`src/rtl/fpu_pkg.sv`:
```
// Shared types and helpers for the FPU issue path.
// Op encodings, FSM states and per-op latency lookup.
package fpu_pkg;

  localparam logic [1:0] OP_ADD = 2'b00;
  localparam logic [1:0] OP_SUB = 2'b01;
  localparam logic [1:0] OP_MUL = 2'b10;
  localparam logic [1:0] OP_DIV = 2'b11;

  typedef enum logic [1:0] {
    IDLE = 2'd0,
    BUSY = 2'd1,
    DONE = 2'd2
  } state_t;

  function automatic int unsigned op_lat(
    input logic [1:0]  op,
    input int unsigned addsub_lat,
    input int unsigned mul_lat,
    input int unsigned div_lat
  );
    int unsigned lat;
    lat = addsub_lat;
    unique case (1'b1)
      (op == OP_MUL): lat = mul_lat;
      (op == OP_DIV): lat = div_lat;
      default:        lat = addsub_lat;
    endcase
    return lat;
  endfunction

  function automatic int unsigned max3(
    input int unsigned a,
    input int unsigned b,
    input int unsigned c
  );
    int unsigned m;
    m = a;
    if (b > m) m = b;
    if (c > m) m = c;
    return m;
  endfunction

endpackage

```
`src/rtl/fpu_issue_arbiter_rr_arb2.sv`:
```
// Two-way round-robin arbiter.
// Grant is one-hot or zero; history advances only on update.
import fpu_pkg::*;

module rr_arb2 (
  input  logic       clk,
  input  logic       rst,
  input  logic [1:0] req,
  input  logic       update,
  output logic [1:0] grant
);

  logic last_grant;

  always_comb begin
    grant = 2'b00;
    unique case (1'b1)
      (req == 2'b11): grant = last_grant ? 2'b01 : 2'b10;
      (req == 2'b01): grant = 2'b01;
      (req == 2'b10): grant = 2'b10;
      default:        grant = 2'b00;
    endcase
  end

  // Reset to 1 so requester 0 wins the first contest.
  always_ff @(posedge clk or posedge rst) begin
    if (rst) begin
      last_grant <= 1'b1;
    end else if (update) begin
      last_grant <= grant[1];
    end
  end

endmodule

```
`src/rtl/fpu_issue_arbiter.sv`:
```
// Shares one FP ALU between two requesters.
// Issues an op, waits its fixed latency, returns the result.
import fpu_pkg::*;

module fpu_issue_arbiter #(
  parameter int unsigned ADDSUB_LAT = 1,
  parameter int unsigned MUL_LAT    = 2,
  parameter int unsigned DIV_LAT    = 4
) (
  input  logic        clk,
  input  logic        rst,
  input  logic [1:0]  req_valid,
  output logic [1:0]  req_ready,
  input  logic [31:0] req0_a,
  input  logic [31:0] req0_b,
  input  logic [31:0] req1_a,
  input  logic [31:0] req1_b,
  input  logic [1:0]  req0_select,
  input  logic [1:0]  req1_select,
  output logic [31:0] alu_a,
  output logic [31:0] alu_b,
  output logic [1:0]  alu_select,
  input  logic [31:0] alu_out,
  input  logic        alu_exception,
  input  logic        alu_zerodiv,
  output logic        rsp_valid,
  input  logic        rsp_ready,
  output logic        rsp_id,
  output logic [31:0] rsp_data,
  output logic        rsp_exception,
  output logic        rsp_zerodiv,
  output logic [7:0]  exc_count
);

  localparam int unsigned MAXLAT =
    max3(ADDSUB_LAT, MUL_LAT, DIV_LAT);
  localparam int CW = $clog2(MAXLAT + 1);

  state_t        state;
  state_t        state_n;
  logic [1:0]    grant;
  logic          take;
  logic          gid;
  logic [31:0]   op_a;
  logic [31:0]   op_b;
  logic [1:0]    op_sel;
  logic [CW-1:0] cnt;
  logic [CW-1:0] lat_m1;
  logic          rsp_hs;

  rr_arb2 u_arb (
    .clk    (clk),
    .rst    (rst),
    .req    (req_valid),
    .update (take),
    .grant  (grant)
  );

  assign req_ready = (state == IDLE) ? (req_valid & grant) : 2'b00;
  assign take      = |req_ready;
  assign gid       = grant[1];
  assign op_a      = gid ? req1_a : req0_a;
  assign op_b      = gid ? req1_b : req0_b;
  assign op_sel    = gid ? req1_select : req0_select;
  assign lat_m1    =
    CW'(op_lat(op_sel, ADDSUB_LAT, MUL_LAT, DIV_LAT) - 1);
  assign rsp_hs    = (state == DONE) && rsp_ready;

  always_ff @(posedge clk or posedge rst) begin
    if (rst) state <= IDLE;
    else     state <= state_n;
  end

  always_comb begin
    state_n = state;
    unique case (state)
      IDLE:    if (take)       state_n = BUSY;
      BUSY:    if (cnt == '0)  state_n = DONE;
      DONE:    if (rsp_ready)  state_n = IDLE;
      default:                 state_n = IDLE;
    endcase
  end

  always_ff @(posedge clk or posedge rst) begin
    if (rst) begin
      alu_a         <= '0;
      alu_b         <= '0;
      alu_select    <= OP_ADD;
      rsp_id        <= 1'b0;
      rsp_valid     <= 1'b0;
      rsp_data      <= '0;
      rsp_exception <= 1'b0;
      rsp_zerodiv   <= 1'b0;
      exc_count     <= '0;
      cnt           <= '0;
    end else begin
      if (take) begin
        alu_a      <= op_a;
        alu_b      <= op_b;
        alu_select <= op_sel;
        rsp_id     <= gid;
        cnt        <= lat_m1;
      end
      if (state == BUSY) begin
        if (cnt == '0) begin
          rsp_data      <= alu_out;
          rsp_exception <= alu_exception;
          rsp_zerodiv   <= alu_zerodiv;
          rsp_valid     <= 1'b1;
        end else begin
          cnt <= cnt - CW'(1);
        end
      end
      if (rsp_hs) begin
        rsp_valid <= 1'b0;
        // Count flagged responses only once the consumer takes them.
        if ((rsp_exception | rsp_zerodiv) && exc_count != 8'hFF)
          exc_count <= exc_count + 8'd1;
      end
    end
  end

endmodule

```
`config.mk`:
```
export PLATFORM = sky130hd
export DESIGN_NAME = fpu_issue_arbiter
export DESIGN_NICKNAME = d
export VERILOG_FILES = /design/src/rtl/fpu_pkg.sv /design/src/rtl/fpu_issue_arbiter_rr_arb2.sv /design/src/rtl/fpu_issue_arbiter.sv
export SDC_FILE = /design/constraint.sdc
export NUM_CORES = 1
export LEC_CHECK = 0
export ABC_CLOCK_PERIOD_IN_PS = 8850
export CORE_UTILIZATION = 42
export DETAILED_ROUTE_END_ITERATION = 8
export PLACE_DENSITY = 0.83
export SKIP_CTS_REPAIR_TIMING = 1
export SYNTH_ARGS = -nofsm -noshare
export SYNTH_HDL_FRONTEND = slang
export SYNTH_HIERARCHICAL = 1
export SYNTH_SLANG_ARGS = --single-unit
```
`constraint.sdc`:
```
create_clock -name clk -period 8.85 [get_ports clk]
set_input_delay 1.3275 -clock clk [delete_from_list [all_inputs] [get_ports clk]]
set_output_delay 1.3275 -clock clk [all_outputs]
set_load 0.03 [all_outputs]
```
==> run summary, run 1 <==
The number of detailed-routing iterations run before antenna repair came out at 7. The worst register-to-register path has a setup slack of around 6300 ps. The most common cell in the synthesized netlist is dfrtp_1. In this run the remaining antenna-violating nets after routing total 0. The worst endpoint required time came out at around 7500 ps.

For the worst-skew pair, the clock arrives at the later sink with an insertion delay of around 400 ps. The count of buffers from port buffering came out at roughly 280. The transition at the pin with the smallest max-transition slack is roughly 1100 ps. The number of max-cap violations came out at 0. The post-layout minimum cycle time is 4863 ps.

The clock tree from TritonCTS is done. Once the floorplan was initialized, standard cells occupied a little over two fifths of the core. The number of flops mapped to enable cells by yosys is 0. The cell total after placement is approximately 850. The number of cells on the critical path came out at 6. The final non-filler cell area is about 8700 um^2. The synthesized design devotes to its leading area cell type 56.06% of total area. The number of nets in the finished design came out at approximately 900. In this run the worst setup path begins at req_valid[1]. The endpoint identified for the worst register-to-register timing path is cnt[0]$_DFF_PP0_. The antenna diode count is 0. The highest cell delay on the worst timing path is between 600 and 700 ps. The width of the chip came out at between 100 and 150 um.

Synthesis produced a netlist with a net count of slightly above 600. The total die area came out at approximately 13000 um^2. The count of synthesis-stage warnings from yosys came out at 6.

Among cell families on the critical path, the largest total delay comes from buffers and inverters. Setup repair after global routing left no endpoint under its margin. The synthesis-to-layout area growth came out at 68.97%. Together, buffers and inverters on the worst path number 3. The average via count per standard cell is 4.919.

The critical path goes through clkdlybuf4s50_1 -> a21boi_4 -> buf_4 -> nand2_1 -> nor3_1 -> clkdlybuf4s50_1. Clock tree synthesis selected as its root buffer the cell clkbuf_16. The cell area after placement is 8044 um^2.

The register bit total from synthesis is ~120. The post-synthesis average cell area is between 10 and 15 um^2. The number of primary I/O pins came out at between 200 and 300. The routability congestion estimate came out at about 0.78. The fraction of the core area covered by cells at the end of the flow came out at ~73%. The count of different cell masters after synthesis came out at 39. The finished layout holds around 900 standard cells, fillers aside. The relative slew slack came out at around 28%. The sequential fraction of the synthesis area came out at a little under three fifths. After technology mapping, the gate count stands at 443. The startpoint identified for the worst register-to-register timing path is u_arb/last_grant$_DFFE_PP1P_. The number of filler instances in the final layout came out at 843. The run finished with clean final reports. The final cycle utilization of the critical path came out at 54.95%.

The worst setup path is of the input port to primary output kind. The most used flip-flop cell after synthesis is dfrtp_1. The final routed wirelength across all metal layers is 13.94 mm. The number of global-route vias before repair came out at roughly 4500. The wire length of the first global-routing pass is 22.27 mm.

The data arrival time of the critical path is around 3500 ps. The maximum fanout along the worst path came out at 34. After floorplanning, the core was sized to cover 11960 um^2. For the worst flop-to-flop path, the logic depth is 7.

The most critical setup path has its endpoint at req_ready[1]. The aggregate negative setup slack came out at 0 ps. The initial antenna violation count came out at 0.

After clock tree synthesis, the clock-pin slew on the worst setup and hold paths is roughly 50 ps. The aggregate global routing overflow is 0. Counting every sink on the clock net gives around 120. Counting instances in the post-synthesis netlist gives the leading cell types as dfrtp_1, nand2_1, o21ai_0. For this block, the via count after detailed routing is around 4300. The die boundary height is around 110 um. The worst setup path is launched from an input port.

The worst supply voltage drop on vdd came out at about 0.00016 V. The endpoint type of the worst setup path is a primary output. The initial detailed-routing violation count came out at about 160. The power density relative to cell area is about 370 nW/um^2. Ranked by total cell area, the synthesized netlist is headed by dfrtp_1, mux2i_1, mux2_2, o21ai_0, nand2_1. The largest buffer count on any clock path is 2.

The post-detailed-placement half-perimeter wirelength is between 10 and 15 mm. The pin count of the biggest net entering global routing is roughly 140. The fraction of registers with async set/reset is 100.0%. The type of the tightest min-delay check is register to register. The placement row count is 40. The maximum frequency from static timing analysis came out at 0.2056 GHz. The hold violation total from the final report is 0. The layout cell share with drive strength beyond 1 came out at 10.08%.

For this run, the total global-route usage over all layers was measured as a little under a quarter. CTS built an H-tree with a depth of 4. After detailed routing, the number of remaining DRC violations is 0. Among the stages of the critical path, the cell type that occurs most often is clkdlybuf4s50_1.

The number of clock buffers added by TritonCTS is 17. The cell taking the most area after synthesis is dfrtp_1. The final worst clock skew came out at about 9.2 ps. The final max-slew violation count is 0. In this run the cell area of the synthesized design comes to 5134 um^2. The slowest stage cell on the critical path is clkdlybuf4s50_1. The analysis attributes to cell leakage a power of 0.003771 uW. The final setup violation count is 0. Dividing the detail-routed wire length by the instance count gives approximately 16 um.
==> power breakdown <==
| group | internal, uW | switching, uW | leakage, uW |
|---|---|---|---|
| clock | 475 | 250 | 0.000301 |
| combinational | 669 | 858 | 0.00204 |
| sequential | 783 | 147 | 0.00143 |
| total | 1930 | 1250 | 0.00377 |
==> stage by stage <==
stage          power (uW)  hold WS [ps]  setup slack (ps)
2_1_floorplan        1808         444.5              4478
3_3_place_gp         2429         461.0              4023
3_5_place_dp         2474         468.8              3976
4_1_cts              3216         481.2              3971
5_1_grt              3353         491.1              3849
6_report             3181         473.0              3987
==> placed cells by master, fill, tap and decap left out, types with 7 or more instances in the layout <==
master,n
inv_1,7
mux2_1,7
clkbuf_16,17
nor2_1,7
o21ai_0,67
mux2i_1,66
dfrtp_1,115
mux2_2,32
nand2_1,71
clkdlybuf4s50_1,282
==> worst min-delay path by stage <==
stage,start,end,cells past startpoint
finish,alu_a[7]$_DFFE_PP0P_,alu_a[7]$_DFFE_PP0P_,2
detailed placement,alu_b[1]$_DFFE_PP0P_,alu_b[1]$_DFFE_PP0P_,2
global placement,rsp_valid$_DFFE_PP0P_,rsp_valid$_DFFE_PP0P_,1
global route,alu_a[24]$_DFFE_PP0P_,alu_a[24]$_DFFE_PP0P_,2
floorplan,cnt[0]$_DFF_PP0_,cnt[0]$_DFF_PP0_,1
CTS,alu_a[7]$_DFFE_PP0P_,alu_a[7]$_DFFE_PP0P_,2
==> worst register-to-register path: cells and delay by family (launching register included) <==
family          cells  cell delay, ps
mux                 2             300
flops               1             570
compound gates      2             880
simple gates        1             170
buf+inv             2             540
==> layout make-up <==
class / instances / area [um^2] / area share [%]
Clock buffer: 18 / 429.2 / 4.947
Clock inverter: 14 / 201.4 / 2.322
Inverter: 8 / 32.53 / 0.3750
Multi-Input combinational cell: 292 / 2071 / 23.87
Sequential cell: 116 / 2904 / 33.48
Tap cell: 147 / 183.9 / 2.120
Timing Repair Buffer: 286 / 2853 / 32.89
==> registers in the layout (all words and copies together) (netlist names) <==
register / flops
state: 2
rsp_data: 32
u_arb/last_grant: 1
alu_a: 32
rsp_exception: 1
cnt: 3
alu_b: 32
rsp_id: 1
exc_count: 8
rsp_valid: 1
alu_select: 2
rsp_zerodiv: 1
==> logic make-up after synthesis <==
group                      count (synthesis)  share of synthesized area, %
DFF                                      116                         56.57
muxes                                    106                         21.72
and+or+nand+nor                          101                         8.628
AOI/OAI and AO/OA                         79                         8.311
buffers and inverters                     35                         3.534
xor gates and xnor gates                   3                        0.5119
adders and majority gates                  3                        0.7313
==> routing by layer <==
layer	GRT usage, %	vias to the layer above	wire (um)	share of wire [%]
met5	0	-	0	0
met4	8.533	0	263	1.9
met3	7.343	19	1035	7.4
met2	41.19	185	7245	52
met1	24.87	2030	5394	39
li1	-	2100	-	-
Note: power is estimated with default switching activity, not from simulation.
==> run 2, diff against run 1 <==
ABC_CLOCK_PERIOD_IN_PS = 4500   (was 8850)
CORE_UTILIZATION = 39   (was 42)
PLACE_DENSITY = 0.78   (was 0.83)
clock period = 4.5 ns   (was 8.85 ns; I/O delays follow)
==> run 2 against run 1 <==
  * Clock power grew 88%
  * Flip-flop and latch count is the same
  * Sequential share of layout area is essentially flat
  * Global-route usage shrank 1.9 points
  * Die area grew 7.6%
  * Combinational power grew 95%
  * Register-to-register slack lost 4200 ps
  * Setup slack lost 2700 ps
  * Sequential power grew 97%
==> run summary, run 2 (synthesized netlist as in run 1, its figures left out) <==
The data arrival time of the critical path was 2550 ps (-990 ps). The final max-slew violation count is 0 (unchanged). The highest cell delay on the worst timing path came out at 720 ps (+30 ps). The tightest min-delay check is of the register to register type.

The relative slew slack is 24.62% (-3.5 points). The average via count per standard cell came out at 4.788 (-2.7%). The worst setup slack before clock tree synthesis came out at 1273 ps (-2703 ps). The worst register-to-register path ends at cnt[0]$_DFF_PP0_. The final routed wirelength across all metal layers is 14.25 mm (+2.3%). The power density relative to cell area is 712.0 nW/um^2 (+94%). The worst reg-to-reg path cell count was 7 (unchanged). The final worst clock skew is 12.30 ps (+3.143 ps).

The transition at the pin with the smallest max-transition slack is 1131 ps (+52.82 ps). The number of nets in the finished design is 895 (unchanged). The smallest setup slack after layout came out at 1273 ps (-2714 ps).

The width of the chip came out at 116.7 um (+3.7%). The largest buffer count on any clock path is 2 (unchanged). The reported net switching power was 2433 uW (+94%). The post-detailed-placement half-perimeter wirelength is 10.64 mm (+2.4%). The sequential cell fraction of total power came out at 29.6% (+0.4 points). The worst hold-check slack is 475.5 ps (+2.542 ps). The worst endpoint required time was 3830 ps (-3690 ps). The die boundary height came out at 116.7 um (+3.7%). The number of primary I/O pins is 283 (unchanged). The number of max-cap violations was 0 (unchanged). The initial antenna violation count came out at 0 (unchanged). The combinational power share is 48.5% (+0.5 points).

The total via count in the routed design is 4338 (+0.092%). The routability congestion estimate was 0.7253 (-6.5%). The switching part of the total is 39.39% (-0.046 points). The hold path depth was 2 (unchanged). The routed wirelength normalized by instance count came to 15.73 um (-0.56%). The clock edge transition at the registers on the reported setup and hold paths came to 50 ps (about the same). The number of nets still failing antenna checks after routing came out at 0 (unchanged).

The number of buffers and inverters on the critical path came to 2 (-1). The top cell types in the final layout, fill and taps aside, are clkdlybuf4s50_1, dfrtp_1, nand2_1, o21ai_0, mux2i_1. The reg2reg setup slack was 2030 ps (-4220 ps). The aggregate global routing overflow was 0 (unchanged). The antenna diode count came to 0 (unchanged). The static leakage came out at 0.003757 uW (-0.39%). The hold violation total from the final report came out at 0 (unchanged). The total die area is 13630 um^2 (+7.6%). The number of remaining DRC errors came out at 0 (unchanged). The clock network latency to the later pin of the worst-skew pair was 410 ps (about the same). The number of global-route vias before repair is 4440 (-2.2%). The flow ran to the end, and the final reports show no timing, DRC or antenna violations. The placement row count is 41 (+2.5%).

The initial detailed-routing violation count came out at 173 (+12%). The setup path with the least slack is of type input port to primary output. Walking the worst path, the cells encountered are clkdlybuf4s50_1 -> a21boi_0 -> nand2_1 -> nor3_1 -> clkdlybuf4s50_1. The final setup violation count came out at 0 (unchanged). The H-tree depth reported by CTS came out at 4 (unchanged). The overall routing resource usage came out at 20.90% (-1.9 points). Setup repair after global routing left no endpoint under its margin. The worst supply voltage drop on vdd was 0.0002858 V (+82%). The worst setup path is captured at a primary output. The count of buffers from port buffering came to 282 (unchanged). The cell area after placement came to 8075 um^2 (+0.39%). The aggregate negative setup slack was 0 ps (unchanged).

The maximum frequency from static timing analysis is ~0.31 GHz. In this run the clock root is driven by a clkbuf_16. The layout cell share with drive strength beyond 1 came to 9.946% (-0.14 points).

The pin count of the biggest net entering global routing is 137 (unchanged). In the final layout, the registers with the most flip-flops are alu_a x32, alu_b x32, rsp_data x32. After layout, the minimum clock period comes to between 3000 and 4000 ps. After layout, the worst path uses about 72% of the clock period. The maximum fanout along the worst path is 4 (-88%). The number of detailed-routing iterations run before antenna repair is 4 (-3). The internal cell power is 3744 uW (+94%).

The path with the worst hold slack has its endpoint at alu_b[27]$_DFFE_PP0P_. The number of sinks handled by clock tree synthesis is 116 (unchanged). Leaving out fill and tap cells, the most frequent cell in the layout is clkdlybuf4s50_1. The area of the placeable core is 12720 um^2 (+6.4%). The library cell appearing most often on the critical path is clkdlybuf4s50_1. The wire length of the first global-routing pass is 21.37 mm (-4.0%). TritonCTS built the clock tree.

The synthesis-to-layout area growth is 69.00% (about the same). The kind of launch point of the worst setup path is an input port. The worst register-to-register path begins at u_arb/last_grant$_DFFE_PP1P_. The clock group share of total power was 21.9% (-0.9 points). The final non-filler cell area is 8676 um^2 (about the same). The initial core utilization came out at 40.35% (-2.6 points). The hold path startpoint is alu_b[27]$_DFFE_PP0P_. The slowest stage cell on the critical path is clkdlybuf4s50_1. The number of CTS-inserted buffers is 17 (unchanged). The cell family contributing the most delay on the critical path is buffers and inverters.
==> run 2: power groups by stage <==
stage / registers (uW) / logic (uW) / clock network (uW)
after floorplan: 2710 / 841 / 0
after global placement: 1810 / 2970 / 0
after detailed placement: 1840 / 3020 / 0
after CTS: 1830 / 3030 / 1380
after global routing: 1890 / 3200 / 1430
final: 1830 / 2990 / 1360
==> run 2: how the worst max path moves through the flow <==
stage / slack, ps / from / cells after the start / endpoint
after global routing: 1120 / req_valid[0] / 5 / req_ready[0]
after floorplan: 780 / rst / 1 / alu_a[0]$_DFFE_PP0P_
final: 1270 / req_valid[0] / 5 / req_ready[0]
after detailed placement: 1270 / req_valid[0] / 5 / req_ready[0]
after CTS: 1260 / req_valid[0] / 5 / req_ready[0]
after global placement: 1300 / req_valid[0] / 5 / req_ready[0]
==> run 2: worst register-to-register path: cells and delay by family (launching register included) <==
kind	cells	cell delay, ps
buffers and inverters	2	460
DFF	1	580
and+or+nand+nor	1	120
muxes	2	300
AOI/OAI and AO/OA	2	870
==> run 2: cell type report <==
cell class                 instances  area, um^2
clock buffer                      20       446.7
clock inverter                    12       153.9
fill                             961        4046
inverter                           8       32.53
multi-input combinational        292        2071
sequential                       116        2904
tap                              172       215.2
timing repair buffer             286        2853
==> run 2: metrics by stage <==
step	power [uW]	utilization, %	instances
2_1_floorplan	3556	-	443
4_1_cts	6242	68.19	906
5_1_grt	6511	68.19	906
3_3_place_gp	4783	63.47	874
3_5_place_dp	4861	63.47	874
6_report	6177	68.19	906
==> run 2: per-layer routing <==
layer  share of wire (%)  track usage (%)  vias to the layer above
li1                    -                -                     2100
met1                  37            21.95                     2051
met2                  53            38.97                      174
met3                 8.8            7.213                       13
met4                 1.4            6.582                        0
met5                   0                0                        -
==> run 3, diff against run 2 <==
ABC_CLOCK_PERIOD_IN_PS = 3200   (was 4500)
clock period = 3.2 ns   (was 4.5 ns; I/O delays follow)
==> run 3 against run 2 <==
  * Register-to-register slack lost 1000 ps
  * Core utilization rose by 1.2 points
  * Sequential share of layout area fell by 0.56 points
  * Critical path depth did not move
  * Clock-buffer cell count unchanged
  * Wire length is 1.8% lower
  * Sequential power is 40% higher
  * Flip-flop and latch count unchanged
  * Die area stayed put
  * Critical endpoint unchanged
==> run summary, run 3 (synthesized netlist as in run 1, its figures left out) <==
The number of global-route vias before repair was 4432 (-0.18%). The critical path class is input port to primary output. The reported net switching power came to 3434 uW (+41%).

The die boundary height came to 116.7 um (unchanged). The power density relative to cell area came to 1020 nW/um^2 (+43%). The combinational power share was 47.1% (-1.4 points). The worst supply voltage drop on vdd came out at 0.0004396 V (+54%). The area of the placeable core came to 12720 um^2 (unchanged).

The flow ran to the end, and the final reports show no timing, DRC or antenna violations. CTS placed an instance of clkbuf_16 at the clock tree root. The clock edge transition at the registers on the reported setup and hold paths is 50 ps (about the same). Setup repair after global routing left no endpoint under its margin. The initial antenna violation count is 0 (unchanged). The routability congestion estimate is 0.7804 (+7.6%). The data arrival time of the critical path was 2390 ps (-160 ps).

The pin count of the biggest net entering global routing came out at 94 (-31%). Leaving out fill and tap cells, the most frequent cell in the layout is clkdlybuf4s50_1. The relative slew slack is 50.33% (+26 points).

The post-detailed-placement half-perimeter wirelength is 10.50 mm (-1.3%). The H-tree depth reported by CTS is 4 (unchanged). The final setup violation count came out at 0 (unchanged). The critical path goes through clkdlybuf4s50_1 -> a21boi_0 -> nand2_1 -> nor3_1 -> clkdlybuf4s50_1.

The transition at the pin with the smallest max-transition slack is 743.5 ps (-387.2 ps). The placement row count is 41 (unchanged). The maximum fanout along the worst path is 4 (unchanged). The clock network latency to the later pin of the worst-skew pair is 400 ps (about the same). The final routed wirelength across all metal layers came out at 14.00 mm (-1.8%).

The final cell count without fillers came to 907 (+0.11%). The overall routing resource usage came out at 21.08% (+0.18 points). The total die area came out at 13630 um^2 (unchanged). The slowest stage cell on the critical path is clkdlybuf4s50_1. The number of nets in the finished design is 896 (+0.11%).

The number of CTS-inserted buffers is 17 (unchanged). The number of buffers and inverters on the critical path was 2 (unchanged). The initial detailed-routing violation count is 187 (+8.1%). Among cell families on the critical path, the largest total delay comes from buffers and inverters. The sequential cell fraction of total power is 28.6% (-1.0 points). The count of buffers from port buffering is 282 (unchanged).

The switching part of the total came out at 38.17% (-1.2 points). The type of the tightest min-delay check is input port to async pin. The cell total after placement is 875 (+0.11%). The clock tree from TritonCTS is done. The initial core utilization came out at 40.35% (unchanged). The worst hold-check slack is 466.7 ps (-8.846 ps). The number of remaining DRC errors came to 0 (unchanged). The maximum frequency from static timing analysis came out at 0.3488 GHz. The aggregate negative setup slack came out at 0 ps (unchanged). The antenna diode count is 0 (unchanged). The final max-slew violation count was 0 (unchanged). The hold violation total from the final report is 0 (unchanged). The number of primary I/O pins came to 283 (unchanged). The wire length of the first global-routing pass is 21.68 mm (+1.5%). The aggregate global routing overflow is 0 (unchanged). The highest cell delay on the worst timing path is 730 ps (about the same). The total via count in the routed design is 4374 (+0.83%). The static leakage came out at 0.003828 uW (+1.9%). The number of sinks handled by clock tree synthesis came out at 116 (unchanged). After layout, the worst path uses between 80 and 90% of the clock period. The worst endpoint required time is 2720 ps (-1110 ps). STA classifies the critical path startpoint as an input port. The post-layout minimum cycle time is around 2900 ps. The final worst clock skew was 5.937 ps (-6.359 ps). The endpoint type of the worst setup path is a primary output. The library cell appearing most often on the critical path is clkdlybuf4s50_1.

The number of filler instances in the final layout is 987 (+2.7%). The number of detailed-routing iterations run before antenna repair is 6 (+2). The largest registers in the layout are alu_a x32, alu_b x32, rsp_data x32. The width of the chip is 116.7 um (unchanged). The largest buffer count on any clock path is 2 (unchanged). The clock group share of total power is 24.3% (+2.4 points). The synthesis-to-layout area growth is 71.85%.

The number of max-cap violations is 0 (unchanged). The routed wirelength normalized by instance count came to 15.44 um (-1.9%). The average via count per standard cell came to 4.822 (+0.72%). The layout cell share with drive strength beyond 1 is 10.48% (+0.53 points). The number of nets still failing antenna checks after routing came to 0 (unchanged).

The internal cell power is 5561 uW (+49%). In the layout the commonest cells are clkdlybuf4s50_1, dfrtp_1, nand2_1, o21ai_0, mux2i_1.
## run 3: changes by cell type in the layout (fill, tap and decap cells not counted)
cell,delta
clkdlybuf4s50_1,-1
clkbuf_1,-2
clkinv_4,+1
clkinv_2,-1
inv_4,-1
buf_4,-2
clkbuf_8,+2
inv_6,-1
clkinvlp_4,-1
bufinv_16,+3
buf_12,+4
## run 3: worst paths after layout
path                                              start                            to  slack (ps)  cells after the start
max                                        req_valid[0]                  req_ready[0]         330                      5
min                                                 rst  u_arb/last_grant$_DFFE_PP1P_         470                      2
max reg2reg                u_arb/last_grant$_DFFE_PP1P_         alu_a[25]$_DFFE_PP0P_        1020                      7
min reg2reg                       alu_b[26]$_DFFE_PP0P_         alu_b[26]$_DFFE_PP0P_         470                      2
max in group asynchronous                           rst          alu_a[8]$_DFFE_PP0P_        1940                      3
min in group clk                  alu_b[26]$_DFFE_PP0P_         alu_b[26]$_DFFE_PP0P_         470                      2
## run 3: final cells by class
cell class                      instances  area (um^2)  area share [%]
Timing Repair Buffer                  287         2908           32.96
Sequential cell                       116         2904           32.92
Tap cell                              172        215.2           2.439
Inverter                                8        33.78          0.3829
Multi-Input combinational cell        292         2071           23.47
Clock inverter                         12        224.0           2.539
Clock buffer                           20        466.7           5.290
## run 3: per-layer routing
metal	up-vias	wire length (um)	global-route usage, %
met5	-	0	0
met2	184	7275	37.67
met3	14	1308	8.147
met4	0	160	6.920
met1	2076	5260	22.86
li1	2100	-	-
## run 3: through the flow
stage / total power [uW] / area, um^2 / worst slack (ps) / util [%]
2_1_floorplan: 5001 / 5137 / 1175 / -
3_3_place_gp: 6739 / 8132 / 359.0 / 63.92
3_5_place_dp: 6851 / 8132 / 340.4 / 63.92
4_1_cts: 9092 / 8822 / 338.4 / 69.35
5_1_grt: 9479 / 8822 / 207.9 / 69.35
6_report: 8995 / 8822 / 332.9 / 69.35
## run 3: power groups by stage
stage | Sequential (uW) | Clock, uW | Combinational [uW]
4_1_cts | 2580 | 2230 | 4290
2_1_floorplan | 3820 | 0 | 1180
5_1_grt | 2660 | 2310 | 4520
3_5_place_dp | 2580 | 0 | 4270
6_report | 2570 | 2190 | 4230
3_3_place_gp | 2540 | 0 | 4200
